==> src/rtl/turf_bus_defs.sv <==
// Shared TURF bus definitions: state encoding, word geometry and timing defaults.
// The slave-side register interface imports this same package.
package turf_bus_defs;

    localparam int BYTES_PER_WORD  = 4;
    localparam int ADDR_W          = 8;
    localparam int DATA_W          = 32;
    localparam int TURN_CYCLES_DEF = 1;
    localparam int GAP_CYCLES_DEF  = 1;

    typedef enum logic [2:0] {
        ST_IDLE  = 3'd0,
        ST_ADDR  = 3'd1,
        ST_WDATA = 3'd2,
        ST_TURN  = 3'd3,
        ST_RDATA = 3'd4,
        ST_GAP   = 3'd5
    } bus_state_t;

    // Terminal value of a 2-bit counter that runs for 'cycles' cycles.
    function automatic logic [1:0] last_count(input int cycles);
        return 2'(cycles - 1);
    endfunction

endpackage

==> src/rtl/turfio_turf_bus_master.sv <==
// TURF byte-wide bus master: one address byte, then four LSB-first data bytes
// driven (write) or received after a bus turnaround (read). All outputs registered.
module turfio_turf_bus_master
    import turf_bus_defs::*;
#(
    parameter int TURN_CYCLES = TURN_CYCLES_DEF,
    parameter int GAP_CYCLES  = GAP_CYCLES_DEF
) (
    input  logic              clk_i,
    input  logic              rst_i,
    input  logic              req_i,
    input  logic              wr_i,
    input  logic [ADDR_W-1:0] addr_i,
    input  logic [DATA_W-1:0] wdat_i,
    output logic              busy_o,
    output logic              ack_o,
    output logic [DATA_W-1:0] rdat_o,
    output logic              ncs_o,
    output logic              wnr_o,
    output logic [7:0]        dio_o,
    output logic              dio_oe_o,
    input  logic [7:0]        dio_i
);

    localparam logic [1:0] LAST_BYTE = last_count(BYTES_PER_WORD);
    localparam logic [1:0] LAST_TURN = last_count(TURN_CYCLES);
    localparam logic [1:0] LAST_GAP  = last_count(GAP_CYCLES);

    bus_state_t        r_state;
    logic              r_wr;
    logic [DATA_W-1:0] r_shift;
    logic [1:0]        r_byte_cnt;
    logic [1:0]        r_tg_cnt;
    logic              r_busy;
    logic              r_ack;
    logic [DATA_W-1:0] r_rdat;
    logic              r_ncs;
    logic              r_wnr;
    logic [7:0]        r_dio;
    logic              r_oe;

    // Incoming byte lands at the top so four shifts leave byte 0 in [7:0].
    logic [DATA_W-1:0] w_rx_word;
    assign w_rx_word = {dio_i, r_shift[DATA_W-1:8]};

    // Transaction sequencer with registered bus and handshake outputs.
    always_ff @(posedge clk_i or posedge rst_i) begin
        if (rst_i) begin
            r_state    <= ST_IDLE;
            r_wr       <= 1'b0;
            r_shift    <= 32'd0;
            r_byte_cnt <= 2'd0;
            r_tg_cnt   <= 2'd0;
            r_busy     <= 1'b0;
            r_ack      <= 1'b0;
            r_rdat     <= 32'd0;
            r_ncs      <= 1'b1;
            r_wnr      <= 1'b1;
            r_dio      <= 8'd0;
            r_oe       <= 1'b0;
        end else begin
            r_ack <= 1'b0;
            case (r_state)
                ST_IDLE: begin
                    if (req_i) begin
                        r_state <= ST_ADDR;
                        r_wr    <= wr_i;
                        r_shift <= wdat_i;
                        r_busy  <= 1'b1;
                        r_ncs   <= 1'b0;
                        r_wnr   <= 1'b1;
                        r_oe    <= 1'b1;
                        r_dio   <= addr_i;
                    end else begin
                        r_state <= ST_IDLE;
                    end
                end
                ST_ADDR: begin
                    r_byte_cnt <= 2'd0;
                    r_tg_cnt   <= 2'd0;
                    if (r_wr) begin
                        r_state <= ST_WDATA;
                        r_dio   <= r_shift[7:0];
                        r_shift <= {8'd0, r_shift[DATA_W-1:8]};
                    end else begin
                        // Release the bus before the slave may start driving.
                        r_state <= ST_TURN;
                        r_wnr   <= 1'b0;
                        r_oe    <= 1'b0;
                        r_dio   <= 8'd0;
                    end
                end
                ST_WDATA: begin
                    if (r_byte_cnt == LAST_BYTE) begin
                        r_state  <= ST_GAP;
                        r_ack    <= 1'b1;
                        r_ncs    <= 1'b1;
                        r_oe     <= 1'b0;
                        r_dio    <= 8'd0;
                        r_tg_cnt <= 2'd0;
                    end else begin
                        r_byte_cnt <= r_byte_cnt + 2'd1;
                        r_dio      <= r_shift[7:0];
                        r_shift    <= {8'd0, r_shift[DATA_W-1:8]};
                    end
                end
                ST_TURN: begin
                    if (r_tg_cnt == LAST_TURN) begin
                        r_state    <= ST_RDATA;
                        r_byte_cnt <= 2'd0;
                        r_tg_cnt   <= 2'd0;
                    end else begin
                        r_tg_cnt <= r_tg_cnt + 2'd1;
                    end
                end
                ST_RDATA: begin
                    r_shift <= w_rx_word;
                    if (r_byte_cnt == LAST_BYTE) begin
                        r_state  <= ST_GAP;
                        r_ack    <= 1'b1;
                        r_rdat   <= w_rx_word;
                        r_ncs    <= 1'b1;
                        r_wnr    <= 1'b1;
                        r_tg_cnt <= 2'd0;
                    end else begin
                        r_byte_cnt <= r_byte_cnt + 2'd1;
                    end
                end
                ST_GAP: begin
                    if (r_tg_cnt == LAST_GAP) begin
                        r_state  <= ST_IDLE;
                        r_busy   <= 1'b0;
                        r_tg_cnt <= 2'd0;
                    end else begin
                        r_tg_cnt <= r_tg_cnt + 2'd1;
                    end
                end
                default: begin
                    r_state <= ST_IDLE;
                    r_busy  <= 1'b0;
                    r_ncs   <= 1'b1;
                    r_wnr   <= 1'b1;
                    r_oe    <= 1'b0;
                    r_dio   <= 8'd0;
                end
            endcase
        end
    end

    assign busy_o   = r_busy;
    assign ack_o    = r_ack;
    assign rdat_o   = r_rdat;
    assign ncs_o    = r_ncs;
    assign wnr_o    = r_wnr;
    assign dio_o    = r_dio;
    assign dio_oe_o = r_oe;

endmodule

==> config.mk <==
export PLATFORM = sky130hd
export DESIGN_NAME = turfio_turf_bus_master
export DESIGN_NICKNAME = d
export VERILOG_FILES = /design/src/rtl/turf_bus_defs.sv /design/src/rtl/turfio_turf_bus_master.sv
export SDC_FILE = /design/constraint.sdc
export NUM_CORES = 1
export LEC_CHECK = 0
export ABC_CLOCK_PERIOD_IN_PS = 4900
export CAP_MARGIN = 40
export CORE_MARGIN = 2
export CORE_UTILIZATION = 49
export CTS_CLUSTER_SIZE = 20
export DETAILED_ROUTE_END_ITERATION = 12
export GPL_TIMING_DRIVEN = 0
export PLACE_DENSITY = 0.79
export SLEW_MARGIN = 20
export SYNTH_ARGS = -nofsm -noshare
export SYNTH_HDL_FRONTEND = slang
export SYNTH_SLANG_ARGS = --single-unit
==> constraint.sdc <==
create_clock -name clk_i -period 4.9 [get_ports clk_i]
set_input_delay 0.49 -clock clk_i [delete_from_list [all_inputs] [get_ports clk_i]]
set_output_delay 0.49 -clock clk_i [all_outputs]
set_load 0.01 [all_outputs]
# Yosys cells after proc, flatten, opt, wreduce, memory -nomap -nowiden
# Cells that the tools add are included.
[word_totals]
regBits = 85
input_bits = 52
word_cells = 88
output_inout_bits = 45
[classes]
n_reduce_logical = 22
eq_ne = 16
bitwise = 4
addsub = 2
n_mux = 32
[ops]
columns = ["operator", "n"]
rows = [
  ["case mux 32 bit (4 select lines)", 1],
  ["two-way mux 32 bit", 3],
  ["case mux 8 bit (4 select lines)", 1],
  ["two-way mux 8 bit", 3],
  ["inequality test 2 bit (second input constant)", 9],
  ["case mux 3 bit (5 select lines)", 1],
  ["case mux 2 bit (3 select lines)", 2],
  ["AND reduction 3 bit", 4],
  ["AND reduction 4 bit", 3],
  ["two-way mux 1 bit", 10],
  ["two-way mux 3 bit", 3],
  ["OR reduction 3 bit", 3],
  ["two-way mux 2 bit", 4],
  ["case mux 1 bit (4 select lines)", 2],
  ["AND reduction 2 bit", 4],
  ["equality test 3 x 2 -> 1 bit (second input constant)", 2],
  ["equality test 3 bit (second input constant)", 2],
  ["case mux 1 bit (3 select lines)", 2],
  ["nonzero test 3 bit", 2],
  ["adder 2 x 1 -> 2 bit (second input constant)", 2],
  ["NOT 1 bit", 4],
  ["nonzero test 4 bit", 1],
  ["OR reduction 2 bit", 2],
  ["OR reduction 4 bit", 1],
  ["5 further kinds", 5],
]

# Logic depth before layout (Yosys ltp)
[depth]
ltp_word = 4
ltp_mapped = 7
depth_no_buf = 5

# Least setup slack after synthesis
# OpenSTA, ideal clock, no wires.
[synth_timing]
path_kind = "register to register"
start = "register r_byte_cnt[0]"
end = "register r_shift[24]"
t_arrival_ns = 1.666
setup_time_ns = 0.128
path_stages_with_launch = 8
path_slack_ns = 3.107
required_ns = 4.772
path_buffers = 2
path_cell_list = "dfrtp_1 ha_1 nor3b_2 o21a_1 buf_4 nor2_4 buf_4 mux2_1"
[synth_via]
elab_chain_len = 3
[synth_rtl]
columns = ["item", "line", "text"]
rows = [
  ["start: declaration", "turfio_turf_bus_master.sv:32", "logic [1:0] r_byte_cnt;"],
  ["start signal: assignment", "turfio_turf_bus_master.sv:102", "r_byte_cnt <= r_byte_cnt + 2'd1;"],
  ["start signal: assignment", "turfio_turf_bus_master.sv:126", "r_byte_cnt <= r_byte_cnt + 2'd1;"],
  ["equality test 2 bit", "turfio_turf_bus_master.sv:94", "if (r_byte_cnt == LAST_BYTE) begin"],
  ["inequality test 2 bit (no source line)", "n/a", ""],
  ["AND reduction 4 bit (no source line)", "n/a", ""],
  ["end signal: assignment", "turfio_turf_bus_master.sv:84", "r_shift <= {8'd0, r_shift[DATA_W-1:8]};"],
  ["end signal: assignment", "turfio_turf_bus_master.sv:104", "r_shift <= {8'd0, r_shift[DATA_W-1:8]};"],
  ["end signal: assignment", "turfio_turf_bus_master.sv:117", "r_shift <= w_rx_word;"],
  ["end: declaration", "turfio_turf_bus_master.sv:31", "logic [DATA_W-1:0] r_shift;"],
]
# Every way passes these cells.
# A chain may end at the register's enable or synchronous reset.

# Worst setup path in the final report
[layout_timing]
start = "register r_byte_cnt[0]"
end = "register r_shift[2]"
# The elaborated chain is that of the path after synthesis.

==> metrics.md <==
| Metric | Value |
|---|---|
| Status | complete, no violations |
| Min Tclk post-route | 2.08 ns |
| Layout net count | 455 |
| Clock root cell | clkbuf_8 |
| Num CTS Buffers | 9 |
| Die area | 0.00878 mm^2 |
| Worst-Margin Slew | 0.701 ns |
| Sink Count | 85 |
| Avg Cell Area, Syn | 13.5 um^2 |
| Post-CTS Repair Setup Buffers | 0 |
| PD cells | 602 mW/mm^2 |
| # fillers | 604 |
| Reg-to-reg setup timing slack | 2.82 ns |
| Register area | 0.00213 mm^2 |
| Post-synth EDFFs | 0 |
| Clock transition at path regs | 0.09 ns |
| Hold WC Path Type | register to register |
| Kind of critical path | register to register |
| RSZ-0062 raised after global routing | no |
| Std cell rows | 32 |
| H-tree depth | 3 |
| Max cap viols | 0 |
| Setup TNS | 0 ns |
| Async SR Flop Fraction | 100% |
| Post-place setup slack | 2.75 ns |
| Largest net degree at the start of global routing | 52 |
| Grt total ovfl | 0 |
| Flops & latches, synth | 85 |
| Placed cells | 491 |
| Clk_lat worst skew | 0.35 ns |
| Routed Antenna Nets | 0 |
| Post-Synth Simple-Gate Area | 4.63% |
| Area of the multi-input gates | 0.00164 mm^2 |
| Yosys cell types | 45 |
| Final hold vios | 0 |
| Critical path fanouts, max | 10 |
| Post-Synth XOR/XNOR Area | 0.444% |
| Initial antenna violation count | 0 |
| CTS tree | done |
| Compound-gate portion of the synthesized area | 8.88% |
| Final WL | 8.92 mm |
| VDD IR max | 0.305 mV |
| Hold_sp | ncs_o |
| Routed vias/inst | 5.49 |
| Hold worst-path end | ncs_o |
| Seq/Total Area, Yosys | 54.0% |
| Final worst setup slack | 2.82 ns |
| Worst Reg-to-Reg Cells | 7 |
| Worst clock skew | 0.0102 ns |
| Reg2reg start | r_byte_cnt[0] |
| CP Data Required Time | 5.13 ns |
| Post-CTS Hold Fix Bufs | 0 |
| Final setup violating endpoints | 0 |
| Worst slew margin | 53.0% |
| FF-to-FF End | r_shift[2] |
| Area growth from synthesis to layout | 32.8% |
| Hold Path Depth | 2 |
| Detailed placer's ending HPWL | 6.45 mm |
| Diode count | 0 |
| Die Y | 93.7 um |
| Final cycle utilization of the critical path | 42.5% |
| CTS max path bufs | 2 |
| CP Launch Type | register |
| # DRC | 0 |
| PostCTS Resize Cnt | 0 |
| Global-route wire length before repair | 14.6 mm |
| WL/cell | 17.6 um |
| Vias | 2785 |
| Initial DRC count | 166 |
| Cells after synthesis | 292 |
| Peak Freq | 0.480 GHz |
| Horiz. Die Dim | 93.7 um |
| GRT Total Usage | 21.7% |
| First-pass DRT Iterations | 8 |
| Final hold slack | 0.469 ns |
| Slew Viols, Final | 0 |
| Leakage | 2.36 nW |
| Synth Area in Adders | 1.21% |
| Initial Util | 50.8% |
| Main flop type after synthesis | dfrtp_1 |
| CP arrival | 2.32 ns |
| Core ar. | 0.00777 mm^2 |
| Finished Layout Cells | 507 |
| Largest family of logic cells by synthesized area | multiplexers |
| Share of layout cells above drive strength 1 | 25.2% |
| Crit path capture type | register |
| Synthesis Warnings | 0 |
| GPL Wtd Cong | 0.836 |
| Post-Syn Nets | 347 |
| Buffers added on ports | 96 |
| Number of global-route vias before repair | 2931 |
| Mapped Area | 0.00395 mm^2 |
| Mux cell area share after synthesis | 26.5% |
| I/O pin cnt | 97 |
cell type report:
class                           instances  share of cell area [%]
Sequential cell                        85                    40.6
Multi-Input combinational cell        174                    31.3
Timing Repair Buffer                   97                    18.9
Clock buffer                           10                    2.44
Tap cell                              102                    2.44
Buffer                                 17                    2.17
Inverter                               16                    1.19
Clock inverter                          6                   0.908
routing by layer:
metal / vias to the layer above / track usage (%) / wire length (um)
met2: 91 / 35.2 / 4480
met4: 0 / 8.45 / 110
li1: 1286 / - / -
met1: 1398 / 27.9 / 3730
met3: 10 / 5.94 / 593
met5: - / 0 / 0
worst max path at each step:
| stage | cells past startpoint | startpoint | slack [ns] | to |
|---|---|---|---|---|
| final | 7 | r_byte_cnt[0] | 2.82 | r_shift[2] |
| after global routing | 7 | r_byte_cnt[0] | 2.69 | r_shift[3] |
| after CTS | 7 | r_byte_cnt[0] | 2.79 | r_shift[2] |
| after detailed placement | 4 | req_i | 2.75 | r_wr |
| after global placement | 2 | rst_i | 0.86 | rdat_o[9] |
| after floorplan | 1 | rst_i | 2.22 | ack_o |
state kept, by name, summed over array words and instances (netlist names):
name	flops
r_tg_cnt	2
r_shift	32
dio_o	8
dio_oe_o	1
r_byte_cnt	2
r_wr	1
ack_o	1
busy_o	1
wnr_o	1
r_state	3
ncs_o	1
rdat_o	32
critical path: stages, from the launching register on:
cell and delay [ns]:
dfrtp_1 0.39, ha_1 0.34, nor3b_2 0.11, o21a_1 0.20
buf_4 0.17, nor2_4 0.17, buf_4 0.24, mux2_2 0.35
logic make-up after synthesis:
logic type               Yosys count
AO/OA/AOI/OAI                     45
XOR/XNOR                           2
adder cells (fa/ha/maj)            4
buffers and inverters             33
flip-flops                        85
multiplexers                      93
AND/OR/NAND/NOR                   30
synthesized netlist by cell type (2+ instances only):
cell	n	area, um^2
a222oi_1	8	80.1
nand2_1	5	18.8
nand2b_1	2	12.5
buf_2	4	20.0
a21oi_1	9	45.0
nor3b_2	2	25.0
o21a_1	2	15.0
nor3_2	3	30.0
inv_1	15	56.3
dfstp_2	2	52.6
mux2_2	59	664
ha_1	3	37.5
nor2_1	8	30.0
nand3_1	2	10.0
mux2i_1	3	30.0
o21ai_0	4	20.0
a22o_1	10	87.6
mux2_1	31	349
nor2b_1	2	12.5
nor3_1	2	10.0
buf_4	10	75.1
dfrtp_1	83	2080
placed cells by master (no fill, tap or decap), types with 2 or more instances in the layout:
cell / n
nand2b_1: 2
buf_2: 4
nor2_1: 8
clkdlybuf4s50_1: 96
clkbuf_1: 2
a22o_1: 10
nand2_1: 5
buf_4: 10
nor3_2: 3
clkbuf_8: 9
inv_1: 14
clkinvlp_4: 3
a21oi_1: 9
a222oi_1: 8
dfrtp_1: 83
mux2_2: 59
ha_1: 3
o21a_1: 2
mux2i_1: 3
nor2b_1: 2
nand3_1: 2
nor3_1: 2
nor3b_2: 2
o21ai_0: 4
mux2_1: 31
dfstp_2: 2
per-stage QoR:
stage	utilization (%)	instance area, um^2	total power [mW]
2_1_floorplan	-	3950	2.24
3_3_place_gp	64.8	5030	2.67
3_5_place_dp	65.2	5060	2.72
4_1_cts	67.4	5240	3.18
5_1_grt	67.4	5240	3.38
6_report	67.4	5240	3.15
where the power goes:
part,switching (mW),total [mW],internal (mW)
Clock,0.262,0.450,0.188
Combinational,0.737,1.59,0.851
Sequential,0.161,1.12,0.955
Total,1.16,3.15,1.99
No activity file was read; power rests on OpenSTA's default activity.
